==> src/rtl/priv_1_12_trap_ctrl.sv <==
// Trap controller: picks one exception or interrupt at commit by priority,
// holds a flush request until the pipeline drains, then pulses intr.
module priv_1_12_trap_ctrl (
    input  logic        CLK,
    input  logic        RST,
    input  logic        commit_valid,
    input  logic [31:0] epc_in,
    input  logic [31:0] insn_in,
    input  logic [31:0] badaddr_in,
    input  logic        ex_fault_insn,
    input  logic        ex_illegal,
    input  logic        ex_mal_insn,
    input  logic        ex_ecall,
    input  logic        ex_breakpoint,
    input  logic        ex_mal_s,
    input  logic        ex_mal_l,
    input  logic        ex_fault_s,
    input  logic        ex_fault_l,
    input  logic        msip,
    input  logic        mtip,
    input  logic        meip,
    input  logic        msie,
    input  logic        mtie,
    input  logic        meie,
    input  logic        mstatus_mie,
    input  logic [1:0]  curr_priv,
    input  logic        pipe_flush_done,
    output logic        flush_req,
    output logic        intr,
    output logic [31:0] next_mcause,
    output logic [31:0] next_mepc,
    output logic [31:0] next_mtval,
    output logic        busy
);

    typedef enum logic [1:0] {
        S_IDLE  = 2'd0,
        S_DRAIN = 2'd1,
        S_TRAP  = 2'd2
    } state_t;

    state_t      r_state;
    state_t      w_next_state;

    logic [31:0] r_cap_cause;
    logic [31:0] r_cap_epc;
    logic [31:0] r_cap_tval;
    logic [31:0] r_mcause;
    logic [31:0] r_mepc;
    logic [31:0] r_mtval;

    logic        w_exc_any;
    logic [3:0]  w_exc_code;
    logic [31:0] w_exc_tval;
    logic        w_irq_any;
    logic [3:0]  w_irq_code;
    logic        w_u_mode;
    logic        w_capture;
    logic        w_commit_trap;

    assign w_u_mode = (curr_priv == 2'b00);

    assign w_exc_any = ex_fault_insn | ex_illegal | ex_mal_insn
                     | ex_ecall | ex_breakpoint | ex_mal_s
                     | ex_mal_l | ex_fault_s | ex_fault_l;

    always_comb begin
        w_exc_code = 4'd0;
        w_exc_tval = badaddr_in;
        if (ex_fault_insn) begin
            w_exc_code = 4'd1;
        end else if (ex_illegal) begin
            w_exc_code = 4'd2;
            w_exc_tval = insn_in;
        end else if (ex_mal_insn) begin
            w_exc_code = 4'd0;
        end else if (ex_ecall) begin
            w_exc_code = w_u_mode ? 4'd8 : 4'd11;
            w_exc_tval = 32'd0;
        end else if (ex_breakpoint) begin
            w_exc_code = 4'd3;
            w_exc_tval = epc_in;
        end else if (ex_mal_s) begin
            w_exc_code = 4'd6;
        end else if (ex_mal_l) begin
            w_exc_code = 4'd4;
        end else if (ex_fault_s) begin
            w_exc_code = 4'd7;
        end else if (ex_fault_l) begin
            w_exc_code = 4'd5;
        end
    end

    // Interrupts are always taken in U-mode; in M-mode only with MIE set.
    assign w_irq_any = ((meip & meie) | (msip & msie) | (mtip & mtie))
                     & (w_u_mode | mstatus_mie);

    always_comb begin
        w_irq_code = 4'd7;
        if (meip & meie) begin
            w_irq_code = 4'd11;
        end else if (msip & msie) begin
            w_irq_code = 4'd3;
        end
    end

    assign w_capture = (r_state == S_IDLE) & commit_valid
                     & (w_exc_any | w_irq_any);

    assign w_commit_trap = (r_state == S_DRAIN) & pipe_flush_done;

    always_comb begin
        w_next_state = r_state;
        flush_req    = 1'b0;
        intr         = 1'b0;
        busy         = 1'b1;
        unique case (r_state)
            S_IDLE: begin
                busy = 1'b0;
                if (w_capture) begin
                    w_next_state = S_DRAIN;
                end
            end
            S_DRAIN: begin
                flush_req = 1'b1;
                if (pipe_flush_done) begin
                    w_next_state = S_TRAP;
                end
            end
            S_TRAP: begin
                intr         = 1'b1;
                w_next_state = S_IDLE;
            end
            default: begin
                w_next_state = S_IDLE;
            end
        endcase
    end

    always_ff @(posedge CLK or posedge RST) begin
        if (RST) begin
            r_state <= S_IDLE;
        end else begin
            r_state <= w_next_state;
        end
    end

    always_ff @(posedge CLK or posedge RST) begin
        if (RST) begin
            r_cap_cause <= 32'd0;
            r_cap_epc   <= 32'd0;
            r_cap_tval  <= 32'd0;
        end else if (w_capture) begin
            r_cap_epc <= epc_in;
            if (w_exc_any) begin
                r_cap_cause <= {28'd0, w_exc_code};
                r_cap_tval  <= w_exc_tval;
            end else begin
                r_cap_cause <= {1'b1, 27'd0, w_irq_code};
                r_cap_tval  <= 32'd0;
            end
        end
    end

    // Outputs only move when a trap commits, so they hold between pulses.
    always_ff @(posedge CLK or posedge RST) begin
        if (RST) begin
            r_mcause <= 32'd0;
            r_mepc   <= 32'd0;
            r_mtval  <= 32'd0;
        end else if (w_commit_trap) begin
            r_mcause <= r_cap_cause;
            r_mepc   <= r_cap_epc;
            r_mtval  <= r_cap_tval;
        end
    end

    assign next_mcause = r_mcause;
    assign next_mepc   = r_mepc;
    assign next_mtval  = r_mtval;

endmodule

==> config.mk <==
export PLATFORM = sky130hd
export DESIGN_NAME = priv_1_12_trap_ctrl
export DESIGN_NICKNAME = d
export VERILOG_FILES = /design/src/rtl/priv_1_12_trap_ctrl.sv
export SDC_FILE = /design/constraint.sdc
export NUM_CORES = 1
export LEC_CHECK = 0
export BUFFER_PORTS_ARGS = -buffer_cell sky130_fd_sc_hd__buf_4
export CAP_MARGIN = 25
export CORE_ASPECT_RATIO = 0.75
export CORE_MARGIN = 3
export CORE_UTILIZATION = 46
export CTS_BUF_LIST = sky130_fd_sc_hd__clkbuf_2
export DETAILED_ROUTE_END_ITERATION = 6
export PLACE_DENSITY_LB_ADDON = 0.1
export REMOVE_ABC_BUFFERS = 1
export SYNTH_ARGS = -nofsm -noshare
export SYNTH_HDL_FRONTEND = slang
export SYNTH_SLANG_ARGS = --single-unit
export TNS_END_PERCENT = 100
==> constraint.sdc <==
create_clock -name CLK -period 5.95 [get_ports CLK]
set_input_delay 0.8925 -clock CLK [delete_from_list [all_inputs] [get_ports CLK]]
set_output_delay 0.8925 -clock CLK [all_outputs]
set_load 0.01 [all_outputs]
## Word-level counts from Yosys, hierarchy flattened

Cells that the tools add are included.

| storage, ports and cells | value |
|---|---|
| word-level logic and storage cells | 58 |
| bits of input ports | 118 |
| register bits | 194 |
| output and inout port bits | 99 |

| cells by class | value |
|---|---|
| reductions and logical operators | 3 |
| bitwise logic cells | 19 |
| mux-type cells | 25 |
| eq/ne operators | 4 |

Operators by type and width:

| operator | count |
|---|---|
| $mux 32 | 7 |
| $mux 4 | 5 |
| $mux 3 | 6 |
| $or 1x1->1 | 12 |
| $and 1x1->1 | 7 |
| $mux 2 | 3 |
| $logic_not 2->1 | 2 |
| $ne 2x2->1 const B | 2 |
| $pmux 2 s2 | 1 |
| $mux 1 | 3 |
| $eq 2x1->1 const B | 1 |
| $eq 2x2->1 const B | 1 |
| $reduce_and 2->1 | 1 |

## Longest topological paths before layout

Gate-level depths: netlist (run 1).

| logic depth | value |
|---|---|
| depth after elaboration | 12 |
| mapped depth | 6 |
| depth with buffers taken out | 4 |

## Worst setup path before layout (run 1)

No wires, ideal clock.

| path | value |
|---|---|
| kind | in2reg |
| start point | input port meip |
| end point | register r_cap_epc[10] |
| stages | 5 |
| buffers on the path | 1 |
| setup time | 0.125 ns |
| required time | 5.825 ns |
| path slack | 3.618 ns |
| arrival | 2.207 ns |
| path through | a222oi_1 -> o2111ai_1 -> nand2_1 -> buf_4 -> mux2_2 |

| between the ends | value |
|---|---|
| longest elaborated chain between the ends | 6 |

RTL lines:

| what | RTL line | RTL |
|---|---|---|
| from (decl) | 21 | `input logic meip,` |
| $and 1x1->1 | 95 | `assign w_irq_any = ((meip & meie) \| (msip & msie) \| (mtip & mtie))` |
| $or 1x1->1 (2 in a row) | 95 |  |
| $and 1x1->1 | 96 | `& (w_u_mode \| mstatus_mie);` |
| $or 1x1->1 | 108 | `& (w_exc_any \| w_irq_any);` |
| $and 1x1->1 | 108 |  |
| to (signal assigned) | 154 | `r_cap_epc <= epc_in;` |
| to (decl) | 46 | `logic [31:0] r_cap_epc;` |

No other way between the ends.
A chain may end at the register's enable or synchronous reset.

## Worst setup path in the final report (run 1)

| path | value |
|---|---|
| start point | register r_state[0] |
| end point | output port flush_req |

| between the ends | value |
|---|---|
| longest elaborated chain between the ends | 2 |

RTL lines:

| what | RTL line | RTL |
|---|---|---|
| from (decl) | 42 | `state_t r_state;` |
| from (signal assigned) | 144 | `r_state <= w_next_state;` |
| $eq 2x1->1 | 117 | `unique case (r_state)` |
| $mux 1 | 117 |  |
| to (decl) | 28 | `output logic flush_req,` |

No other way between the ends.

==> results.yml, run 1 <==
routing:
  ant_nets: 0
  drt_drc_violations_left: 0
  routed_wl_mm: 15.1
  vias: 4491
  first_iter_violations: 166
  via_per_inst: 5.36
  wl_per_cell_um: 18.0
  first_pass_iters: 4
synthesis:
  synth-seq-cells: 140
  yosys.area_share.simple_pct: 4.40
  synth_cell_type_count: 39
  synth_top_family_by_area: "multiplexers"
  synth_fa_ha_area_share_pct: 0
  yosys-top-cells-area: "dfrtp_1, mux2_2, buf_4"
  synth_flop_cell: "dfrtp_1"
  synth_edf_count: 0
  ys.warnings.count: 0
  synth_cells: 477
  netlist_area_sq_um: 6110
  synth_compound_area_share_pct: 13.0
  ys_seq_area_share_pct: 57.3
  async_flop_share_pct: 100
  syn_area_per_cell_sq_um: 12.8
  synth_xor_area_share_pct: 0
  synth_top_cell_by_area: "dfrtp_1"
  synth_top_area_share_pct: 57.3
  yosys-mux-area-fraction_pct: 18.6
flow_run:
  maxCapViolCount: 0
placed_design:
  hpwl_mm: 10.2
  portBuffers: 189
  dpl_worst_slack_ps: 2740
  globalplace.congestion: 0.825
clock_tree:
  cts_hold_buf: 0
  cts_resized: 0
  clk_path_buf_depth: 2
  cts_setup_buffers: 0
  cts_sinks: 140
  numCtsBuffers: 17
  clk_latency_ps: 650
  clk_pin_slew_ps: 200
  htree_levels: 4
  cts_tree: "yes"
  cts_root_buf: "clkbuf_2"
finish:
  area_delta_synth_final_pct: 27.0
  num_antenna_cells: 0
  drive_gt1_share_pct: 50.0
  n_fill_cell: 1019
  fin_nets: 778
sta:
  finalClockSkew_ps: 36.5
  fin_setup_tns_ps: 0
  fmax_ghz: 0.399
  worstMarginPinSlew_ps: 1000
  drv_slew: 0
  slew_headroom_pct: 33.2
  fin_crit_sh_pct: 42.1
  rsz0062_at_grt: "no"
  setup_viol: 0
  final-hold-violation-count: 0
  period_needed_ps: 2510
  setup_slack_ps: 3440
global_routing:
  grt_usage_pct: 20.3
  antenna_found_initial: 0
  overflow: 0
  grt_first_pass_wirelength_mm: 23.8
  grt_pass1_vias: 4592
  grt_max_degree: 72
die:
  initial_core_util_pct: 48.5
  core_region_area_sq_um: 12600
  fp.dieH_um: 106
  io_pins: 217
  dieArea_sq_um: 14700
  fp.dieW_um: 139
  num_rows: 35
power_and_ir_drop:
  ir_drop_mv: 0.222
  power_leakage_nw: 3.67
  power_density_nw_per_um2: 431
setup_path:
  crit_path_end_kind: "primary output"
  worstPathRequired_ps: 5060
  cp-start-kind: "flip-flop"
  path_max_fanout: 5
  crit_type: "flip-flop to primary output"
  cp.arrival_ps: 1610
outcome:
  status: "finished clean"
min_path:
  hp-class: "input port to async pin"
[cell type report]
type                    instances  area, sq um  share of cell area, %
flip-flops and latches        140         3500                   45.1
clock inverters                14          130                   1.68
clock buffers                  17         85.1                   1.10
inverters                       6         27.5                  0.355
repair buffers                196         1480                   19.1
well taps                     166          208                   2.68
multi-input cells             299         2320                   29.9
[placed cells by master (no fill, tap or decap), drive strengths merged, types with 2 or more instances in the layout]
cell type / n
buf: 196
dfrtp: 140
mux2: 101
a21oi: 40
o31ai: 29
conb: 27
nand3: 26
o22ai: 25
clkbuf: 17
clkinv: 10
nor2: 8
o221ai: 6
o2bb2ai: 6
inv: 6
nand2: 4
o21ai: 3
nor2b: 2
or2: 2
or3: 2
nor3: 2
nand2b: 2
bufinv: 2
clkinvlp: 2
[final timing paths]
kind / start / endpoint / slack, ps / cells after the start
worst min register to register: r_cap_tval[29] / r_cap_tval[29] / 520 / 1
worst max-delay path: r_state[0] / flush_req / 3440 / 2
max in group asynchronous: RST / next_mepc[30] / 4330 / 3
worst max register to register: r_state[0] / r_cap_tval[30] / 3690 / 4
worst min-delay path: RST / next_mtval[31] / 310 / 2
min in group CLK: pipe_flush_done / r_state[0] / 420 / 2
[where the power goes]
| group | switching (mW) | internal [mW] |
|---|---|---|
| logic | 0.535 | 0.706 |
| registers | 0.219 | 1.37 |
| clock network | 0.328 | 0.183 |
| total | 1.08 | 2.26 |
[through the flow]
stage / utilization, % / instances / cell area, sq um / power (mW) / hold slack [ps]
after floorplan: - / 445 / 5830 / 2.24 / 452
after global placement: 59.7 / 806 / 7530 / 2.81 / 468
after detailed placement: 59.7 / 806 / 7530 / 2.87 / 475
after CTS: 61.4 / 837 / 7740 / 3.38 / 262
after global routing: 61.5 / 838 / 7760 / 3.57 / 267
final: 61.5 / 838 / 7760 / 3.34 / 310
[layer usage]
| metal | vias to the layer above | GRT usage [%] | share of wire, % |
|---|---|---|---|
| met5 | - | 0 | 0 |
| met4 | 0 | 6.56 | 1.9 |
| met3 | 21 | 6.12 | 8.1 |
| met2 | 166 | 32.8 | 47 |
| met1 | 2225 | 26.3 | 43 |
| li1 | 2079 | - | - |
[sequential cells by signal, summed over array words and instances (netlist names)]
register	count
r_cap_tval	32
r_state	2
next_mcause	5
r_cap_cause	5
next_mepc	32
r_cap_epc	32
next_mtval	32
[critical path: stages (launching register included)]
cell	delay (ps)
dfrtp_1	440
nor2b_1	330
buf_4	190
[Yosys cell counts, types with 2 or more instances]
master     instances
or2_2              2
clkbuf_1          12
nand2b_1           2
o221ai_1           6
nor2_1             8
a21oi_1           40
or3_1              2
buf_1              7
nand3_1           26
nor2b_1            2
mux2_2           101
o2bb2ai_1          6
o22ai_1           25
inv_1              6
dfrtp_1          140
o21ai_0            2
nand2_1            4
buf_6              5
buf_4             33
nor3_1             2
o31ai_1           28
[kinds of logic after synthesis]
kind of cell,after synthesis
AOI/OAI and AO/OA,119
buffers and inverters,64
DFF,140
muxes,101
other,1
and+or+nand+nor,52
Note: power is estimated with default switching activity, not from simulation.
==> run 2, diff against run 1 <==
- clock period: 5.95 -> 2.5 ns (I/O delays scaled with it)
==> run 2 against run 1 <==
Final cell count up 9.1%. Design area is 11% higher. Power up 150%. Core utilization grew 6.6 points. Critical endpoint is now r_cap_tval[14]. Critical path depth up 4. Global-route usage up 1.5 points. Via count rose by 8.6%. Wire length up 8.2%. Non-clock buffer count grew 76. Register-to-register slack worse by 3400 ps.
==> results.yml, run 2 (synthesis gave the netlist of run 1 again) <==
outcome:
  status: "finished clean"
setup_path:
  path_max_fanout: 8
  crit_path_end_kind: "flip-flop"
  cp-start-kind: "flip-flop"
  cp.arrival_ps: 2830
  worstPathRequired_ps: 3090
  crit_type: "flip-flop to flip-flop"
placed_design:
  dpl_worst_slack_ps: 336
  hpwl_mm: 10.7
  portBuffers: 189
  globalplace.congestion: 0.782
  placed_area_sq_um: 7660
global_routing:
  grt_max_degree: 64
  grt_pass1_vias: 4916
  antenna_found_initial: 0
  grt_first_pass_wirelength_mm: 25.5
  grt_usage_pct: 21.7
  overflow: 0
routing:
  routed_wl_mm: 16.3
  first_pass_iters: 4
  vias: 4879
  wl_per_cell_um: 17.8
  drt_drc_violations_left: 0
  ant_nets: 0
  first_iter_violations: 273
  via_per_inst: 5.34
clock_tree:
  clk_pin_slew_ps: 210
  clk_path_buf_depth: 2
  numCtsBuffers: 17
  cts_sinks: 140
  cts_root_buf: "clkbuf_2"
  htree_levels: 4
  cts_tree: "yes"
  cts_resized: 0
  clk_latency_ps: 640
sta:
  fmax_ghz: 0.447
  finalClockSkew_ps: 36.4
  setup_viol: 0
  rsz0062_at_grt: "no"
  slew_headroom_pct: 61.4
  drv_slew: 0
  worstMarginPinSlew_ps: 579
  final-hold-violation-count: 0
  period_needed_ps: 2240
  hold_slack_ps: 92.2
  fin_crit_sh_pct: 89.5
  setup_slack_ps: 263
die:
  num_rows: 35
  dieArea_sq_um: 14700
  initial_core_util_pct: 48.5
  fp.dieH_um: 106
  io_pins: 217
  fp.dieW_um: 139
  core_region_area_sq_um: 12600
power_and_ir_drop:
  swShare_pct: 31.6
  finalPower_mw: 8.33
  clock_power_share_pct: 17.3
  p_comb_share_pct: 37.0
  seqPwrFrac_pct: 45.7
  p_sw_mw: 2.64
  power_leakage_nw: 4.03
  intPower_mw: 5.70
  ir_drop_mv: 0.695
  power_density_nw_per_um2: 969
finish:
  fin_nets: 854
  layout_common_cells: "buf_4, dfrtp_1, mux2_2"
  n_fill_cell: 947
  final_util_pct: 68.2
  drive_gt1_share_pct: 46.1
  final_common_cell: "buf_4"
  area_delta_synth_final_pct: 40.7
  num_antenna_cells: 0
  fin_area_sq_um: 8600
flow_run:
  maxCapViolCount: 0
min_path:
  hp-class: "input port to flip-flop"
## run 2: changes by cell type in the layout (fill, tap and decap cells not counted)
cell | before | now
bufinv_16 | 2 | 4
buf_12 | 1 | 5
dlygate4sd3_1 | 0 | 67
clkbuf_2 | 17 | 18
buf_4 | 195 | 200
clkinv_2 | 6 | 3
## run 2: cell type report
class                           count  area (sq um)  share of cell area (%)
Timing Repair Buffer              272          2270                    26.4
Sequential cell                   140          3500                    40.7
Clock buffer                       18          90.1                    1.05
Tap cell                          166           208                    2.42
Clock inverter                     13           175                    2.04
Inverter                            6          27.5                   0.320
Multi-Input combinational cell    299          2320                    27.0
## run 2: timing repair
item / 4_1_cts / 5_1_grt
setup buffers: 0 / 0
hold buffers: 60 / 7
hold endpoints to repair: 111 / 7
endpoints found under the setup margin: 0 / 0
## run 2: final timing paths
kind,start,to,slack [ps],depth (start not counted)
max reg2reg,r_state[0],r_cap_tval[14],260,6
min reg2reg,r_cap_epc[21],next_mepc[21],480,1
max in group asynchronous,RST,r_cap_epc[19],1470,4
min in group asynchronous,RST,r_cap_tval[28],300,3
max,r_state[0],r_cap_tval[14],260,6
min,insn_in[31],r_cap_tval[31],90,3
## run 2: worst max-delay path, stage by stage (launching register included)
cell	delay, ps
dfrtp_1	460
or3b_2	530
a31oi_1	180
buf_4	200
o221ai_1	110
dlygate4sd3_1	580
o2bb2ai_1	130
## run 2: power groups by stage
stage | Clock (mW) | Combinational, mW | Sequential [mW]
after global routing | 1.59 | 3.33 | 3.93
after global placement | 0 | 2.96 | 3.80
after detailed placement | 0 | 3.03 | 3.86
after CTS | 1.48 | 3.11 | 3.80
final | 1.44 | 3.09 | 3.81
after floorplan | 0 | 1.36 | 3.98
## run 2: stage by stage
stage	std cells	setup TNS (ps)
after global routing	914	0
after CTS	907	0
after floorplan	445	-240110
after detailed placement	816	0
after global placement	816	0
final	914	0
## run 2: per-layer routing
layer / routed length [um] / vias up / GRT usage (%) / part of all wire, %
li1: - / 2237 / - / -
met1: 6880 / 2442 / 27.9 / 42
met2: 8070 / 185 / 35.9 / 49
met3: 1160 / 15 / 6.67 / 7.1
met4: 202 / 0 / 6.15 / 1.2
met5: 0 / - / 0 / 0
==> run 3, diff against run 2 <==
- CORE_ASPECT_RATIO: 0.75 -> not set
- REMOVE_ABC_BUFFERS: 1 -> not set
- clock period: 2.5 -> 2.2 ns (I/O delays scaled with it)
==> run 3 against run 2 <==
Clock power increased by 6%. Core utilization increased by 2.0 points. Critical path depth increased by 1. Power rose by 14%. Via count grew 3.6%. Wire length grew 6.5%. Largest power group unchanged.
==> results.yml, run 3 (synthesis gave the netlist of run 1 again) <==
finish:
  layout_common_cells: "buf_4, dfrtp_1, dlygate4sd3_1"
  n_fill_cell: 932
  fin_nets: 896
  area_delta_synth_final_pct: 47.3
  drive_gt1_share_pct: 44.2
  final_common_cell: "buf_4"
min_path:
  hp-start: "curr_priv[0]"
  holdPathStages: 5
  holdPathEnd: "r_cap_cause[31]"
  hp-class: "input port to flip-flop"
routing:
  routed_wl_mm: 17.4
  wl_per_cell_um: 18.0
  vias: 5056
  ant_nets: 0
  via_per_inst: 5.25
  first_iter_violations: 379
  drt_drc_violations_left: 0
  first_pass_iters: 4
global_routing:
  grt_max_degree: 141
  grt_first_pass_wirelength_mm: 26.8
  grt_pass1_vias: 5311
  overflow: 0
  antenna_found_initial: 1
  grt_usage_pct: 23.7
setup_path:
  cp.arrival_ps: 2750
  worstPathRequired_ps: 2780
  reg2reg_slack_ps: 110
  slowest_stage: "dlygate4sd3_1"
  path_max_fanout: 25
  crit_path_end_kind: "flip-flop"
  cp-start-kind: "input port"
  rr_worst_depth: 5
  r2r-end: "r_cap_cause[1]"
  r2r-start: "r_state[0]"
  path_cells: "dlygate4sd3_1 > buf_4 > or3_1 > o31ai_4 > buf_4 > o31ai_2 > dlygate4sd3_1"
  critPathMaxStageDelay_ps: 570
  cp_num_buf_inv: 4
  crit_family: "buffers and inverters"
  crit_type: "input port to flip-flop"
clock_tree:
  cts_tree: "yes"
  clk_path_buf_depth: 2
  htree_levels: 4
  cts_setup_buffers: 0
  clk_latency_ps: 690
  cts_root_buf: "clkbuf_2"
  cts_sinks: 140
  numCtsBuffers: 17
  clk_pin_slew_ps: 170
flow_run:
  maxCapViolCount: 0
sta:
  worstMarginPinSlew_ps: 761
  fin_setup_tns_ps: 0
  period_needed_ps: 2170
  slew_headroom_pct: 49.3
  setup_viol: 0
  drv_slew: 0
  finalClockSkew_ps: 29.0
  hold_slack_ps: 128
  fin_crit_sh_pct: 98.6
  fmax_ghz: 0.461
  final-hold-violation-count: 0
  rsz0062_at_grt: "no"
die:
  fp.dieW_um: 121
  core_region_area_sq_um: 12800
  num_rows: 41
  initial_core_util_pct: 47.6
  io_pins: 217
  dieArea_sq_um: 14700
  fp.dieH_um: 121
outcome:
  status: "finished clean"
power_and_ir_drop:
  power_density_nw_per_um2: 1050
  power_leakage_nw: 4.22
  ir_drop_mv: 0.661
placed_design:
  hpwl_mm: 11.0
  portBuffers: 189
  globalplace.congestion: 0.859
run 3: changes by cell type in the layout (fill, tap and decap cells not counted), moves of 2 or more:
cell / before / now
clkbuf_2: 18 / 22
dlygate4sd3_1: 67 / 105
clkinv_4: 2 / 0
buf_4: 200 / 203
clkinv_2: 3 / 1
run 3: worst max-delay path by stage:
stage                  startpoint              to  depth (start not counted)
floorplan                     RST  next_mcause[0]                          1
global placement         ex_mal_s   r_cap_epc[23]                          6
detailed placement       ex_mal_s    r_cap_epc[9]                          6
CTS                 ex_fault_insn  r_cap_cause[1]                          7
global route           r_state[0]  r_cap_cause[1]                          6
finish              ex_fault_insn  r_cap_cause[1]                          7
run 3: cell type report:
cell class                 count  area, sq um  share of cell area, %
tap                          172          215                   2.39
clock inverter                 9          121                   1.35
sequential                   140         3500                   38.9
multi-input combinational    299         2330                   25.9
antenna                        1         2.50                 0.0278
timing repair buffer         314         2700                   29.9
clock buffer                  22          110                   1.22
inverter                       6         26.3                  0.292
run 3: tightest hold or removal path, delay by kind of cell:
kind | cells | cell delay [ps]
buffers and inverters | 1 | 80
AND/OR/NAND/NOR | 3 | 190
AO/OA/AOI/OAI | 1 | 170
run 3: metrics by stage:
step | total power [mW] | setup WS [ps] | area, sq um | instances | utilization, %
detailed placement | 7.86 | 106 | 7710 | 826 | 60.1
finish | 9.49 | 30.4 | 9000 | 963 | 70.2
global placement | 7.70 | 170 | 7710 | 826 | 60.1
CTS | 9.54 | 120 | 8990 | 962 | 70.1
floorplan | 6.15 | 121 | 6210 | 503 | -
global route | 10.0 | 27.0 | 9000 | 963 | 70.2
run 3: what timing repair did:
action                                  in CTS  in global routing
gates resized for setup                      0                  1
endpoints found under the setup margin       0                  1
hold buffers                               105                  0
hold endpoints to repair                   210                  0
run 3: per-layer routing:
metal / wire (um) / vias to the layer above / part of all wire, % / GRT usage (%)
li1: - / 2325 / - / -
met1: 6780 / 2531 / 39 / 27.6
met2: 9310 / 182 / 54 / 42.1
met3: 1040 / 18 / 6.0 / 6.48
met4: 231 / 0 / 1.3 / 8.26
met5: 0 / - / 0 / 0
run 3: power by group:
group / leakage [nW] / total [mW] / internal, mW / switching (mW)
Sequential: 1.70 / 4.35 / 3.71 / 0.638
Combinational: 2.37 / 3.63 / 2.12 / 1.50
Clock: 0.143 / 1.52 / 0.638 / 0.881
